===== src/rtl/aib_sr_master_ml.sv =====
// Multi-lane sideband shift-register master: captures a synchronised core word,
// splits it across LANES serial lanes with optional even parity, and frames it with a LOAD strobe.
module aib_sr_master_ml #(
    parameter int                   SR_LENGTH   = 81,
    parameter int                   LANES       = 2,
    parameter int                   PARITY_EN   = 1,
    parameter int                   GAP         = 1,
    parameter int                   SYNC_STAGES = 2,
    parameter logic [SR_LENGTH-1:0] RST_VAL     = '0
) (
    input  logic                 osc_clk,
    input  logic                 osc_fsm_ms_rstn,
    input  logic [SR_LENGTH-1:0] ms_data_fr_core,
    input  logic                 sr_mode,
    input  logic                 ms_frame_req,
    output logic [LANES-1:0]     sr_ms_data_out,
    output logic                 sr_ms_load_out,
    output logic                 ms_busy,
    output logic                 ms_frame_done
);

    localparam int CHUNK = (SR_LENGTH + LANES - 1) / LANES;
    localparam int PAR_W = (PARITY_EN != 0) ? 1 : 0;
    localparam int L     = CHUNK + PAR_W;
    localparam int CNT_W = $clog2(L + 1);
    localparam int PAD_W = CHUNK * LANES;

    localparam logic [CNT_W-1:0] CNT_LAST = CNT_W'(L - 1);
    localparam logic [3:0]       GAP_LAST = (GAP > 0) ? 4'(GAP - 1) : 4'd0;

    typedef enum logic [1:0] {
        ST_IDLE,
        ST_SHIFT,
        ST_LOAD,
        ST_GAP
    } state_t;

    logic [SR_LENGTH-1:0] sync_word;

    generate
        if (SYNC_STAGES == 0) begin : g_no_sync
            assign sync_word = ms_data_fr_core;
        end else begin : g_sync
            logic [SR_LENGTH-1:0] sync_q [SYNC_STAGES];

            // NOTE: this array is a flop chain, not a RAM, so every stage takes the async reset value.
            always_ff @(posedge osc_clk or negedge osc_fsm_ms_rstn) begin
                if (!osc_fsm_ms_rstn) begin
                    for (int i = 0; i < SYNC_STAGES; i++) sync_q[i] <= RST_VAL;
                end else begin
                    sync_q[0] <= ms_data_fr_core;
                    for (int i = 1; i < SYNC_STAGES; i++) sync_q[i] <= sync_q[i-1];
                end
            end

            assign sync_word = sync_q[SYNC_STAGES-1];
        end
    endgenerate

    logic [PAD_W-1:0] padded;
    logic [L-1:0]     lane_cap [LANES];

    // Lane k takes chunk k MSB-first; the parity bit rides last so the whole frame is even.
    always_comb begin
        padded                  = '0;
        padded[SR_LENGTH-1:0]   = sync_word;
        for (int k = 0; k < LANES; k++) begin
            lane_cap[k]                = '0;
            lane_cap[k][L-1 -: CHUNK]  = padded[k*CHUNK +: CHUNK];
            if (PAR_W == 1) lane_cap[k][0] = ^padded[k*CHUNK +: CHUNK];
        end
    end

    state_t           state, state_nxt;
    logic [CNT_W-1:0] cnt, cnt_nxt;
    logic [3:0]       gap_cnt, gap_cnt_nxt;
    logic             pending;
    logic [L-1:0]     lane_q [LANES];
    logic             start_ok, boundary, capture;
    logic [LANES-1:0] data_w;
    logic             load_w;

    assign start_ok = !sr_mode || pending;

    // NOTE: every signal gets its default before the case, so no path can infer a latch;
    // blocking assignments here are combinational and the last one written wins.
    always_comb begin
        state_nxt   = state;
        cnt_nxt     = cnt;
        gap_cnt_nxt = gap_cnt;
        boundary    = 1'b0;
        capture     = 1'b0;
        data_w      = '0;
        load_w      = 1'b0;
        unique case (state)
            ST_IDLE: boundary = 1'b1;
            ST_SHIFT: begin
                for (int k = 0; k < LANES; k++) data_w[k] = lane_q[k][L-1];
                if (cnt == CNT_LAST) begin
                    state_nxt = ST_LOAD;
                    cnt_nxt   = '0;
                end else begin
                    cnt_nxt = cnt + 1'b1;
                end
            end
            ST_LOAD: begin
                load_w = 1'b1;
                if (GAP > 0) begin
                    state_nxt   = ST_GAP;
                    gap_cnt_nxt = '0;
                end else begin
                    boundary = 1'b1;
                end
            end
            ST_GAP: begin
                gap_cnt_nxt = gap_cnt + 1'b1;
                if (gap_cnt == GAP_LAST) boundary = 1'b1;
            end
            default: state_nxt = ST_IDLE;
        endcase

        // Frame boundary: the only place sr_mode and the pending request are looked at.
        if (boundary) begin
            if (start_ok) begin
                capture   = 1'b1;
                state_nxt = ST_SHIFT;
                cnt_nxt   = '0;
            end else begin
                state_nxt = ST_IDLE;
            end
        end
    end

    // NOTE: sequential state uses non-blocking assignments so every flop samples pre-edge values.
    always_ff @(posedge osc_clk or negedge osc_fsm_ms_rstn) begin
        if (!osc_fsm_ms_rstn) begin
            state   <= ST_IDLE;
            cnt     <= '0;
            gap_cnt <= '0;
            pending <= 1'b0;
            for (int k = 0; k < LANES; k++) lane_q[k] <= '0;
        end else begin
            state   <= state_nxt;
            cnt     <= cnt_nxt;
            gap_cnt <= gap_cnt_nxt;
            pending <= ms_frame_req || (pending && !capture);
            for (int k = 0; k < LANES; k++) begin
                if (capture)                lane_q[k] <= lane_cap[k];
                else if (state == ST_SHIFT) lane_q[k] <= lane_q[k] << 1;
            end
        end
    end

    // Falling-edge retime keeps each bit stable across the partner's rising sample edge.
    always_ff @(negedge osc_clk or negedge osc_fsm_ms_rstn) begin
        if (!osc_fsm_ms_rstn) begin
            sr_ms_data_out <= '0;
            sr_ms_load_out <= 1'b0;
        end else begin
            sr_ms_data_out <= data_w;
            sr_ms_load_out <= load_w;
        end
    end

    assign ms_busy       = (state != ST_IDLE);
    assign ms_frame_done = (state == ST_LOAD);

endmodule

===== config.mk =====
export PLATFORM = sky130hd
export DESIGN_NAME = aib_sr_master_ml
export DESIGN_NICKNAME = d
export VERILOG_FILES = /design/src/rtl/aib_sr_master_ml.sv
export SDC_FILE = /design/constraint.sdc
export NUM_CORES = 1
export LEC_CHECK = 0
export CORE_MARGIN = 8
export CORE_UTILIZATION = 35
export DETAILED_ROUTE_END_ITERATION = 6
export SYNTH_ARGS = -nofsm -noshare
export SYNTH_HDL_FRONTEND = slang
export SYNTH_SLANG_ARGS = --single-unit

===== constraint.sdc =====
create_clock -name osc_clk -period 4.18 [get_ports osc_clk]
set_input_delay 1.254 -clock osc_clk [delete_from_list [all_inputs] [get_ports osc_clk]]
set_output_delay 1.254 -clock osc_clk [all_outputs]
set_load 0.05 [all_outputs]

# Word-level counts from Yosys, hierarchy flattened

Cells that the tools add are included.

Memory bits (read-only): 0
Bits of input ports: 85
Logic and storage cells: 50
Register bits: 262
Output and inout bits: 5
Latch bits: 0
Memory bits (writable): 0
Memories kept: 0

Bitwise operators: 0
Mux-type cells: 19
Add/sub/neg operators: 2
Reductions and logical operators: 14
Multipliers: 0
Divide/modulo/power cells: 0
Shift-type cells: 0
Equality and inequality tests: 5
$lt $le $gt $ge: 0

Operators by type and width:

| operator                                                        | count |
|---|---|
| 42-bit 2-to-1 mux                                               | 4 |
| 41-bit XOR reduction                                            | 2 |
| 6-bit 2-to-1 mux                                                | 4 |
| 4-bit case mux with 2 select lines                              | 1 |
| 6-bit by 1-bit adder with 6-bit output, second input constant   | 1 |
| 6-bit == test, second input constant                            | 1 |
| 2-bit 2-to-1 mux                                                | 3 |
| 2-bit nonzero test                                              | 3 |
| 1-bit 2-to-1 mux                                                | 5 |
| 4-bit by 1-bit adder with 4-bit output, second input constant   | 1 |
| 2-bit == test, second input constant                            | 2 |
| 4-bit zero test                                                 | 1 |
| 2-bit case mux with 2 select lines                              | 1 |
| 3-bit inequality test, second input constant                    | 1 |
| 3-bit nonzero test                                              | 1 |
| 2-bit by 1-bit == test with 1-bit output, second input constant | 1 |
| 1-bit zero test                                                 | 2 |
| 2-bit zero test                                                 | 1 |
| 1-bit logical OR                                                | 2 |
| 1-bit case mux with 2 select lines                              | 1 |
| 2-bit AND reduction                                             | 1 |
| 1-bit logical AND                                               | 1 |

# Logic depth before layout (Yosys ltp)

Word-level depth: 7
Depth in mapped cells: 11
Depth with buffers taken out: 8

==> implementation parameters <==
Parameter                              Value

Status
  Outcome    complete, but fails checks
  Violated checks    setup timing

Placement
  Placed inst area    around 0.011 mm²
  Quantity of I/O buffers inserted on ports    89
  Detailed Place HPWL    between 10000 and 15000 µm
  Routability Congestion    0.699
  Placed Instances    1090

Min path
  Cell depth of the worst min-delay path    0
  Worst Hold Path EP    sync_word[1]
  Worst hold path startpoint    g_sync.sync_q[82]
  Tightest Hold Check Type    reg -> reg

CTS
  Number of post-CTS setup repair buffers    0
  Clock tree from TritonCTS    done
  Post-CTS Resized    0
  Buffers from clock root to sink, at most    3
  Number of levels in the clock H-tree    1
  Clock slew at the register clock pins of the worst setup and hold paths    0.06 ns
  Clock Sinks    262
  Insertion delay to the later sink of the worst-skew pair    0.52 ns
  Cell at the root of the clock tree    clkbuf_16
  Count of hold-fix buffers inserted at cts    0
  Total clock buffers created by CTS    27

Worst setup path
  Critical R2R Launch    state[0]
  Arrival time worst endpoint    roughly 3.2 ns
  Critical path endpoint category    output pin
  Setup slack on the worst flop-to-flop path    around 1.1 ns
  Largest stage delay, worst path    0.43 ns
  Crit path buf inv count    1
  Maximum net fanout on the critical path    1
  Crit-path cells    buf_12
  Critical Path RT    about 2.9 ns
  Kind of critical path    reg -> out
  Number of cells on the worst reg-to-reg path    2
  R2r endpoint    sr_ms_load_out
  Critical Path Source Type    flop
  Crit-path slowest cell    dfrtn_1
  Top cell family by delay on the critical path    flip-flops

Global routing
  Fraction of met3 tracks used by global routing    about 2.2%
  Total global routing overflow    0
  Maximum number of pins on one net before global-route repair    roughly 170
  Most Crowded Layer GR    met2
  Routing usage on met2    between 10% and 20%
  Vias in the first global route    about 5.4k
  Global-route track usage on met1    12.6%
  Total Routing Usage GR    under 10%
  First-pass GRT wire length    approximately 26000 µm
  Antenna violations before repair    0

Floorplan
  Chip width    180 µm
  FP Rows    60
  Die extent in y    around 180 µm
  Core area    about 0.027 mm²
  Die ar.    0.0323 mm²
  Effective utilization at floorplan    about a third
  IO Pins    90

Routing
  Total number of vias    between 4k and 5k
  Router iterations before antenna repair    4
  Remaining antenna violation count after routing    0
  DRC    0
  Average routed wire per standard cell    around 13 µm
  Final wirelength    around 15000 µm
  Via density    4.35
  First DRT Iteration DRCs    around 290

Layout
  Most used cells in the layout excluding fill and tap cells    259 x dfrtp_1, 89 x nand2_1, 85 x clkdlybuf4s50_1, 82 x mux2i_1, 77 x o21ai_0
  Summed area of non-filler cells in the final layout    ~0.012 mm²
  Final antenna diode count    0
  Number of nets in the layout    about 870
  Share of post-route cells with drive strength above 1    under 10%
  Most common library cell in the layout ignoring fill and taps    dfrtp_1
  Final core utilization    43.7%
  Final Non-Filler Cells    1139
  Area growth syn-to-layout    24.2%

Run
  Max-cap viol count    0

STA
  Number of hold violations in the final report    0
  Setup repair after global routing missed its margin    yes
  Final slew viol count    0
  Count of endpoints failing setup in the final report    3
  Max Clock Skew    ~0.010 ns
  Worst slew pin tran    between 0.9 and 1 ns
  Rel. slew slack    a little over a third
  Worst setup margin    -0.257 ns

Logic synthesis
  Library cells used by synthesis    35
  Share of synthesized flip-flops with an asynchronous set or reset    100%
  Avg Synthesized Cell Area    roughly 14 µm²
  Sequential-to-total area share from yosys stat    69.9%
  FF+latch count, synth    262
  Number of enable flip-flop cells after synthesis    0
  Post-Syn Area    between 0.009 and 0.01 mm²
  Area leader, netlist    dfrtp_1
  Yosys warning count    0
  Top cell type's share of synthesized area    69.1%
  Top post-synthesis cells by area    dfrtp_1 69%, mux2i_1 8.7%, xnor2_1 6.2%, o21ai_0 4.1%, nand2_1 3.6%
  Number of instances in the synthesized netlist    approximately 680
  Ys flop type    dfrtp_1
  Syn Nets    between 700 and 800

Power
  Worst ir drop on vdd    0.294 mV
  P_leak    about 0.0052 µW
  Power per cell area    around 650 mW/mm²
where the power goes:
| group | total, µW | switching [µW] | internal (µW) | leakage (µW) |
|---|---|---|---|---|
| registers | 3300 | 259 | 3040 | 0.00316 |
| logic | 1740 | 909 | 832 | 0.00157 |
| clock network | 2560 | 942 | 1620 | 0.000482 |
| total | 7600 | 2110 | 5490 | 0.00521 |
logic make-up after synthesis:
family	count (synthesis)	synth area share [%]
flip-flops	262	69.9
AO/OA/AOI/OAI	97	5.48
XOR/XNOR	83	8.04
multiplexers	83	8.87
buffers and inverters	37	1.87
AND/OR/NAND/NOR	112	4.83
adder cells (fa/ha/maj)	8	1.07
sequential cells by signal, indices dropped and copies added, names as in the netlist:
| register | count |
|---|---|
| sr_ms_data_out | 2 |
| state | 2 |
| sr_ms_load_out | 1 |
| g_sync.sync_q | 81 |
| lane_q | 84 |
| pending | 1 |
| cnt | 6 |
| gap_cnt | 4 |
| sync_word | 81 |
stage by stage:
| stage | hold WS (ns) | total power [µW] | setup WS, ns | setup TNS [ns] |
|---|---|---|---|---|
| floorplan | 0.331 | 4650 | 0.185 | 0 |
| global placement | 0.332 | 5080 | 0.277 | 0 |
| detailed placement | 0.336 | 5130 | 0.265 | 0 |
| CTS | 0.348 | 7740 | -0.290 | -0.861 |
| global route | 0.353 | 8100 | -0.295 | -0.881 |
| finish | 0.345 | 7600 | -0.257 | -0.765 |
cell type report:
cell class,instances,area (µm²)
Inverter,8,30.0
Timing Repair Buffer,96,991
Fill cell,2420,15000
Clock inverter,12,195
Tap cell,341,427
Multi-Input combinational cell,383,2670
Clock buffer,37,783
Sequential cell,262,6560
synth_stat cells, types with 3 or more instances:
cell and n:
buf_2 9, mux2i_1 82, nor2_1 10, o21ai_1 7
nand3_1 3, ha_1 8, dfrtp_1 259, xor2_1 15
clkbuf_1 12, nand2_1 89, o21ai_0 77, a21oi_1 4
dfrtn_1 3, buf_4 4, xnor2_1 66, inv_1 8
worst max-delay path by stage:
stage,start,end,slack [ns],cells past startpoint
floorplan,sr_ms_data_out[0],sr_ms_data_out[0],0.18,0
global placement,sr_ms_load_out,sr_ms_load_out,0.28,1
detailed placement,sr_ms_load_out,sr_ms_load_out,0.26,1
CTS,sr_ms_load_out,sr_ms_load_out,-0.29,1
global route,sr_ms_load_out,sr_ms_load_out,-0.29,1
finish,sr_ms_load_out,sr_ms_load_out,-0.26,1
routing by layer:
layer | part of all wire (%) | up-vias
li1 | - | 2444
met1 | 47 | 2410
met2 | 47 | 77
met3 | 4.4 | 20
met4 | 1.9 | 0
met5 | 0 | -
Power figures use the tool's default switching activity.
